## src/rtl/pcap_record_framer.sv

```systemverilog
// Purpose: timestamps each packet at SOP, truncates it to SNAPLEN and queues one
//          pcap record header {caplen, len, ts_sec, ts_usec} per packet.
// Latency: data path is combinational; a header becomes visible one cycle after its EOP word is accepted.
// Backpressure: forwarded words follow TX_READY; dropped words are always taken; EOP words also wait for a header slot.
// Ports: CLK/RESET_N; TS_* free-running timestamp; RX_* packet input (valid/ready);
//        TX_* truncated packet output (valid/ready); HDR_* header FIFO output; ORPHAN_ERR pulse.
module pcap_record_framer #(
  parameter int DATA_WIDTH     = 64,
  parameter int SNAPLEN        = 65535,
  parameter int HDR_FIFO_DEPTH = 8
) (
  input  logic                              CLK,
  input  logic                              RESET_N,
  input  logic [31:0]                       TS_SEC,
  input  logic [31:0]                       TS_USEC,
  input  logic [DATA_WIDTH-1:0]             RX_DATA,
  input  logic                              RX_SOP,
  input  logic                              RX_EOP,
  input  logic [$clog2(DATA_WIDTH/8):0]     RX_EOP_BYTES,
  input  logic                              RX_VALID,
  output logic                              RX_READY,
  output logic [DATA_WIDTH-1:0]             TX_DATA,
  output logic                              TX_SOP,
  output logic                              TX_EOP,
  output logic [$clog2(DATA_WIDTH/8):0]     TX_EOP_BYTES,
  output logic                              TX_VALID,
  input  logic                              TX_READY,
  output logic [31:0]                       HDR_CAPLEN,
  output logic [31:0]                       HDR_LEN,
  output logic [31:0]                       HDR_TS_SEC,
  output logic [31:0]                       HDR_TS_USEC,
  output logic                              HDR_VALID,
  input  logic                              HDR_READY,
  output logic                              ORPHAN_ERR
);

  localparam int              BYTES     = DATA_WIDTH / 8;
  localparam int              BW        = $clog2(BYTES) + 1;
  localparam int              AW        = $clog2(HDR_FIFO_DEPTH);
  localparam logic [32:0]     SNAP33    = 33'(SNAPLEN);
  localparam logic [BW-1:0]   FULL_WORD = BW'(BYTES);

  typedef enum logic [1:0] {IDLE, PASS, DROP} state_t;

  typedef struct packed {
    logic [31:0] caplen;
    logic [31:0] len;
    logic [31:0] ts_sec;
    logic [31:0] ts_usec;
  } hdr_t;

  state_t      state_q, state_d;
  logic [31:0] len_q, len_d;
  logic [31:0] ts_sec_q, ts_sec_d;
  logic [31:0] ts_usec_q, ts_usec_d;
  logic [AW:0] wr_ptr_q, wr_ptr_d;
  logic [AW:0] rd_ptr_q, rd_ptr_d;
  hdr_t        mem_q [HDR_FIFO_DEPTH];

  logic [BW-1:0] word_bytes;
  logic [31:0]   bytes_before;
  logic [32:0]   cum;
  logic [31:0]   len_new;
  logic [31:0]   caplen_new;
  logic          fwd_word;
  logic          hit;
  logic          fifo_full;
  logic          fifo_empty;
  logic          hdr_block;
  logic          rx_ready_w;
  logic          accept;
  logic          push;
  logic          pop;
  logic          tx_valid_w;
  logic          tx_eop_w;
  logic [BW-1:0] tx_eop_bytes_w;
  hdr_t          push_dat;
  hdr_t          hdr_out;

  // Datapath, handshake and header-FIFO control
  always_comb begin
    word_bytes   = RX_EOP ? RX_EOP_BYTES : FULL_WORD;
    // A word is forwarded when it opens a packet in IDLE or continues one in PASS
    fwd_word     = ((state_q == IDLE) && RX_SOP) || (state_q == PASS);
    bytes_before = (state_q == IDLE) ? 32'd0 : len_q;
    cum          = {1'b0, bytes_before} + 33'(word_bytes);
    hit          = (cum >= SNAP33);
    len_new      = cum[32] ? 32'hFFFF_FFFF : cum[31:0];
    caplen_new   = ({1'b0, len_new} > SNAP33) ? SNAP33[31:0] : len_new;

    tx_eop_w       = hit || RX_EOP;
    // On the truncating word only the bytes up to SNAPLEN are kept
    tx_eop_bytes_w = hit ? BW'(SNAP33 - {1'b0, bytes_before}) : word_bytes;

    fifo_empty = (wr_ptr_q == rd_ptr_q);
    fifo_full  = (wr_ptr_q[AW] != rd_ptr_q[AW]) &&
                 (wr_ptr_q[AW-1:0] == rd_ptr_q[AW-1:0]);
    pop        = !fifo_empty && HDR_READY;
    // A same-cycle pop frees the slot, so only a full FIFO that is not draining blocks
    hdr_block  = RX_EOP && fifo_full && !HDR_READY;

    // Ready is derived from state and sideband only, never from RX_VALID
    rx_ready_w = RESET_N && !hdr_block && (fwd_word ? TX_READY : 1'b1);
    accept     = RX_VALID && rx_ready_w;
    // Hide the word from downstream while it waits for a header slot so it is not taken twice
    tx_valid_w = RESET_N && RX_VALID && fwd_word && !hdr_block;
    // Orphan words never produce a header
    push       = accept && RX_EOP && ((state_q != IDLE) || RX_SOP);

    push_dat.caplen  = caplen_new;
    push_dat.len     = len_new;
    push_dat.ts_sec  = (state_q == IDLE) ? TS_SEC  : ts_sec_q;
    push_dat.ts_usec = (state_q == IDLE) ? TS_USEC : ts_usec_q;

    wr_ptr_d = wr_ptr_q + (AW+1)'(push);
    rd_ptr_d = rd_ptr_q + (AW+1)'(pop);
  end

  // Packet FSM: length accumulation and timestamp capture
  always_comb begin
    state_d   = state_q;
    len_d     = len_q;
    ts_sec_d  = ts_sec_q;
    ts_usec_d = ts_usec_q;
    if (accept) begin
      case (state_q)
        IDLE: begin
          if (RX_SOP) begin
            ts_sec_d  = TS_SEC;
            ts_usec_d = TS_USEC;
            len_d     = len_new;
            state_d   = RX_EOP ? IDLE : (hit ? DROP : PASS);
          end
        end
        PASS: begin
          len_d   = len_new;
          state_d = RX_EOP ? IDLE : (hit ? DROP : PASS);
        end
        DROP: begin
          len_d = len_new;
          if (RX_EOP) state_d = IDLE;
        end
        default: state_d = IDLE;
      endcase
    end
  end

  always_ff @(posedge CLK or negedge RESET_N) begin
    if (!RESET_N) begin
      state_q   <= IDLE;
      len_q     <= '0;
      ts_sec_q  <= '0;
      ts_usec_q <= '0;
      wr_ptr_q  <= '0;
      rd_ptr_q  <= '0;
    end else begin
      state_q   <= state_d;
      len_q     <= len_d;
      ts_sec_q  <= ts_sec_d;
      ts_usec_q <= ts_usec_d;
      wr_ptr_q  <= wr_ptr_d;
      rd_ptr_q  <= rd_ptr_d;
    end
  end

  // Header storage; contents are qualified by the pointers so it needs no reset
  always_ff @(posedge CLK) begin
    if (push) mem_q[wr_ptr_q[AW-1:0]] <= push_dat;
  end

  assign hdr_out = fifo_empty ? '0 : mem_q[rd_ptr_q[AW-1:0]];

  assign RX_READY     = rx_ready_w;
  assign TX_VALID     = tx_valid_w;
  assign TX_DATA      = tx_valid_w ? RX_DATA : '0;
  assign TX_SOP       = tx_valid_w && (state_q == IDLE);
  assign TX_EOP       = tx_valid_w && tx_eop_w;
  assign TX_EOP_BYTES = (tx_valid_w && tx_eop_w) ? tx_eop_bytes_w : '0;
  assign HDR_VALID    = !fifo_empty;
  assign HDR_CAPLEN   = hdr_out.caplen;
  assign HDR_LEN      = hdr_out.len;
  assign HDR_TS_SEC   = hdr_out.ts_sec;
  assign HDR_TS_USEC  = hdr_out.ts_usec;
  assign ORPHAN_ERR   = accept && (state_q == IDLE) && !RX_SOP;

endmodule

```

## config.mk

```make
export PLATFORM = sky130hd
export DESIGN_NAME = pcap_record_framer
export DESIGN_NICKNAME = d
export VERILOG_FILES = /design/src/rtl/pcap_record_framer.sv
export SDC_FILE = /design/constraint.sdc
export NUM_CORES = 1
export LEC_CHECK = 0
export ABC_AREA = 1
export CAP_MARGIN = 20
export CELL_PAD_IN_SITES_DETAIL_PLACEMENT = 0
export CELL_PAD_IN_SITES_GLOBAL_PLACEMENT = 1
export CORE_ASPECT_RATIO = 2
export CORE_MARGIN = 5
export CORE_UTILIZATION = 40
export DETAILED_ROUTE_END_ITERATION = 12
export GPL_TIMING_DRIVEN = 0
export PLACE_DENSITY = 0.82
export SLEW_MARGIN = 20
export SYNTH_ARGS = -nofsm -noshare
export SYNTH_HDL_FRONTEND = slang
export SYNTH_SLANG_ARGS = --single-unit
```

## constraint.sdc

```tcl
create_clock -name CLK -period 9.95 [get_ports CLK]
set_input_delay 1.99 -clock CLK [delete_from_list [all_inputs] [get_ports CLK]]
set_output_delay 1.99 -clock CLK [all_outputs]
set_load 0.05 [all_outputs]
```

Word-level counts from Yosys, hierarchy flattened
Memory sizes are Yosys's and may differ from the RTL's. Cells that the tools add are included.

Input port bits: 139. Output and inout port bits: 202. Register bits after elaboration: 106. Memories: 1. RAM bits: 1024.

Memories: mem_q (depth 8, bits a word 128, rd ports 1, clocked after memory_dff 0, write ports 1, RTL line 58) `hdr_t mem_q [HDR_FIFO_DEPTH];`.

Reduce and logical (&&, ||, !) cells: 31. Order comparisons: 2. $add $sub $neg: 4. Equality and inequality tests: 7. Mux-type cells: 20.

Operators with widths (number): $mux W32 (6); $mux W128 (1); $mux W64 (1); $pmux W32 S2 (1); $add A32 B4 Y33 (1); $ge A33 B16 Y1 const B (1); $gt A32 B16 Y1 const B (1); $logic_and A1 B1 Y1 (17); $mux W4 (3); $reduce_and A3 Y1 (3); $add A4 B1 Y4 (2); $mux W2 (4); $pmux W2 S3 (1); $eq A4 B4 Y1 (1); $logic_not A1 Y1 (4); $ne A2 B2 Y1 const B (2); $reduce_bool A2 Y1 (2); $sub A4 B4 Y4 const A (1); $eq A3 B3 Y1 (1); $logic_or A1 B1 Y1 (3); $mux W1 (3); $eq A2 B1 Y1 const B (1); $eq A2 B2 Y1 const B (1); $logic_not A2 Y1 (1); 2 further kinds (2).

Logic depth before layout (Yosys ltp)
Depth in word-level cells: 12. Gate-level depth with buffers: 23. Gate-level depth less buffers: 21.

Least setup slack after synthesis
No wires, ideal clock.

Kind: input to register. Start: in RX_EOP. End: mem mem_q[2][0] in the netlist's numbering (enable). Arrival: 12.288 ns. Buffers on the path: 0. Slack: -3.110 ns. Setup time: 0.772 ns. Required time: 9.178 ns. Cell stages on the path: 9. Cell sequence: inv_1 -> nor3_1 -> nand2_1 -> nand2_1 -> nor2_1 -> nand2_1 -> nor3_1 -> nand2_1 -> nor3_1.

Cells in the longest elaborated chain, start to end: 10.

RTL lines: from (decl) (RTL line 18) `input logic RX_EOP,`; $logic_and A1 B1 Y1 (2 in series) (RTL line 100) `hdr_block = RX_EOP && fifo_full && !HDR_READY;`; $logic_not A1 Y1 (RTL line 103) `rx_ready_w = RESET_N && !hdr_block && (fwd_word ? TX_READY : 1'b1);`; $logic_and A1 B1 Y1 (2 in series) (RTL line 103); named net RX_READY (RTL line 21) `output logic RX_READY,`; $logic_and A1 B1 Y1 (RTL line 104) `accept = RX_VALID && rx_ready_w;`; $logic_and A1 B1 Y1 (2 in series) (RTL line 108) `push = accept && RX_EOP && ((state_q != IDLE) || RX_SOP);`; $mux W1 (RTL line 168) `if (push) mem_q[wr_ptr_q[AW-1:0]] <= push_dat;`; $mux W1 (not written as such) (RTL line 168); to (decl) (RTL line 58).

The timed path passes the listed nets, and every way through them passes these cells.

Worst setup path after layout
Start: reg state_q[0]. End: out TX_EOP_BYTES[0].

Cells in the longest elaborated chain, start to end: 7. Elaborated cells on any way between the ends: 14.

RTL lines: from (decl) (RTL line 52) `state_t state_q, state_d;`; from (signal assigned) (RTL line 157) `state_q <= state_d;`; $logic_not A2 Y1 (RTL line 84, 85); $mux W32 / $logic_and A1 B1 Y1 (equally long branches) (RTL line 85, 84); $add A32 B4 Y33 / $logic_or A1 B1 Y1 (equally long branches) (RTL line 86, 84); $ge A33 B16 Y1 / $logic_and A1 B1 Y1 (equally long branches) (RTL line 87, 106); $logic_or A1 B1 Y1 / $logic_and A1 B1 Y1 (equally long branches) (RTL line 91, 106); $logic_and A1 B1 Y1 (RTL line 178) `assign TX_EOP_BYTES = (tx_valid_w && tx_eop_w) ? tx_eop_bytes_w : '0;`; $mux W4 (*) (RTL line 178); to (decl) (RTL line 25) `output logic [$clog2(DATA_WIDTH/8):0] TX_EOP_BYTES,`.

Every way passes the cells marked *; elsewhere a longest branch is shown, timed or not.

==> results.py <==
metrics = {
    "status": {
        "status": "finished, final reports clean",
    },
    "finish": {
        "final_cells": 6396,
        "final_area_sq_mm": 0.05745,
        "flow.area_growth_from_synthesis_pct": 22.21,
        "nets": 4924,
        "final_common_cell": "edfxtp_1",
        "layout_common_cells": "edfxtp_1, nor2_1, o21ai_0",
        "drive_gt1_share_pct": 6.395,
    },
    "global_routing": {
        "grt_overflow": 0,
        "grt_antenna_before_repair": 1,
        "grt_max_degree": 86,
        "grt_pass1_wl_um": 210900,
        "grt_use_total_pct": 22.09,
        "grt_pass1_vias": 33780,
    },
    "run": {
        "drv_cap": 0,
    },
    "routing": {
        "drt_iter0_drc": 3455,
        "drtAntennaViolNets": 0,
        "vias": 34260,
        "post_drt_wl_per_cell_um": 22.13,
        "finalWirelength_um": 141600,
        "drc_errors": 0,
        "vias_per_cell": 5.357,
        "drtPass1Iterations": 6,
    },
    "floorplan": {
        "fp-row-count": 178,
        "io_pins": 341,
        "start_util_pct": 40.13,
        "fp.dieArea_sq_mm": 0.1249,
        "die_w_um": 252.4,
        "fp.dieH_um": 494.8,
        "core_area_sq_mm": 0.1171,
    },
    "worst_hold_path": {
        "min_from": "rd_ptr_q[0]$_DFF_PN0_",
        "hold_path_end": "rd_ptr_q[0]$_DFF_PN0_",
        "hold_class": "reg -> reg",
        "hold_path_depth": 1,
    },
    "worst_setup_path": {
        "reg2reg_to": "mem_q[2][103]$_DFFE_PP_",
        "arrival_ns": 7.47,
        "rrSetupSlack_ns": 3.91,
        "start_kind": "flip-flop",
        "r2r-start": "state_q[0]$_DFFE_PN0P_",
        "path_class": "reg -> out",
        "reg2reg_depth": 16,
        "crit_fanout": 12,
        "endpoint_kind": "output pin",
        "cp.required_ns": 7.96,
    },
    "timing": {
        "relSlewSlack_pct": 21.70,
        "skew_ns": 0.03889,
        "period_needed_ns": 9.455,
        "final-setup-viol-count": 0,
        "worstMarginPinSlew_ns": 1.162,
        "max_freq_mhz": 105.8,
        "hold_viol": 0,
        "period_share_pct": 95.03,
        "slew_viol_final": 0,
        "rsz0062_at_grt": "no",
        "holdWs_ns": 0.5069,
    },
    "synthesis": {
        "synth_cell_type_count": 43,
        "synth_ff_type": "edfxtp_1",
        "synth_area_sq_mm": 0.04701,
        "ys_seq_area_share_pct": 71.06,
        "avgSynthCellArea_sq_um": 11.34,
        "ys.warnings.count": 0,
        "synth_edf_count": 1024,
        "ys_async_sr_fraction_pct": 9.381,
        "syn_inst": 4146,
        "synth_seq_cells": 1130,
    },
    "cts": {
        "clkLatencyLatePin_ns": 0.72,
        "clockRootBuffer": "clkbuf_16",
        "numCtsBuffers": 101,
        "htree_levels": 3,
        "cts_resized": 0,
        "clock_path_buffers": 3,
        "clock-sinks": 1130,
        "tritoncts": "yes",
        "clk_pin_slew_ns": 0.07,
        "cts_hold_buf": 0,
        "cts_setup_buffers": 0,
    },
    "placed_design": {
        "place.port_buffers": 340,
        "postPlaceCellArea_sq_mm": 0.05413,
        "dp_hpwl_um": 99530,
        "gp_congestion": 0.9478,
        "dp.cells": 6202,
    },
    "power": {
        "power_w": 0.01973,
        "power_density_mw_per_mm2": 343.4,
        "p_leak_nw": 20.08,
        "peakVddDrop_mv": 0.3927,
    },
}
registers in the layout, indices dropped and copies added, names as in the netlist:
name	flops
mem_q	1024
len_q	32
ts_sec_q	32
ts_usec_q	32
rd_ptr_q	4
wr_ptr_q	4
state_q	2
where the power goes:
part           switching [W]  internal, W  total [W]
Combinational        0.00712      0.00245    0.00956
Sequential         0.0000997      0.00613    0.00623
Clock                0.00174      0.00219    0.00393
metrics by stage:
step                setup slack, ns  utilization [%]  setup TNS [ns]
floorplan                    0.3472                -               0
global placement             -8.629            45.08        -8636.24
detailed placement            1.175            46.21               0
CTS                          0.4648            49.03               0
global route                 0.1689            49.03               0
finish                       0.4950            49.04               0
metal layers:
metal,vias to the layer above,share of wire [%],global-route usage [%]
met5,-,0,0
met4,0,3.0,6.758
met3,203,9.6,4.646
met2,1692,48,36.19
met1,16630,40,29.78
li1,15740,-,-
worst max-delay path by stage:
| stage | startpoint | end | slack (ns) | cells after the start |
|---|---|---|---|---|
| floorplan | RX_EOP | mem_q[0][0]$_DFFE_PP_ | 0.35 | 9 |
| global placement | RESET_N | mem_q[7][96]$_DFFE_PP_ | -8.63 | 7 |
| detailed placement | RX_EOP | TX_EOP_BYTES[0] | 1.17 | 16 |
| CTS | state_q[0]$_DFFE_PN0P_ | TX_EOP_BYTES[0] | 0.46 | 18 |
| global route | state_q[0]$_DFFE_PN0P_ | TX_EOP_BYTES[0] | 0.17 | 18 |
| finish | state_q[0]$_DFFE_PN0P_ | TX_EOP_BYTES[0] | 0.49 | 18 |
layout make-up:
class                      instances  area, sq um
fill                           10430        59700
sequential                      1130        33400
multi-input combinational       2659        12280
timing repair buffer             400         4648
clock buffer                     126         2651
tap                             1530         1914
buffer                           264         1064
inverter                         220        827.0
clock inverter                    64        654.4
antenna                            3        7.507
cells in the mapped netlist (7+ instances only):
library cell | count | area (sq um)
a31oi_1 | 131 | 819.5
buf_1 | 21 | 78.83
clkbuf_1 | 235 | 882.1
dfrtp_1 | 106 | 2653
edfxtp_1 | 1024 | 30750
ha_1 | 8 | 100.1
inv_1 | 211 | 792.0
inv_2 | 7 | 26.28
nand2_1 | 360 | 1351
nand2_2 | 17 | 106.4
nand3_1 | 50 | 250.2
nand3_2 | 11 | 110.1
nand4_1 | 11 | 68.82
nor2_1 | 944 | 3543
nor2_2 | 19 | 118.9
nor2_4 | 7 | 78.83
nor3_1 | 8 | 40.04
o21ai_0 | 803 | 4019
o22ai_1 | 128 | 800.8
worst max-delay path, cell delays in order, from the launching register on:
cell and delay, ns:
dfrtp_1 0.45, nor2_2 0.44, buf_6 0.23, clkbuf_1 0.73, clkbuf_1 0.88, nor2_1 0.24, fa_1 0.52, nand3_1 0.09
nand3_1 0.15, nand2_2 0.21, nor2_4 0.08, nand2_1 0.27, nand3_2 0.35, nor3_1 0.85, nand3_1 0.13, nand2_1 0.12
inv_1 0.09, nor2_1 0.09, clkdlybuf4s50_1 0.82
cell families (layout without fill, tap and decap cells):
logic type / Yosys count / count (layout) / synth area share [%]
compound gates: 1070 / 1070 / 12.12
xor+xnor: 9 / 9 / 0.1677
fa+ha+maj: 9 / 9 / 0.2555
buf+inv: 484 / 1074 / 3.987
flops: 1130 / 1130 / 71.06
other cells: 1 / 131 / 0.007977
simple gates: 1443 / 1443 / 12.40
(Power assumes the default switching activity.)
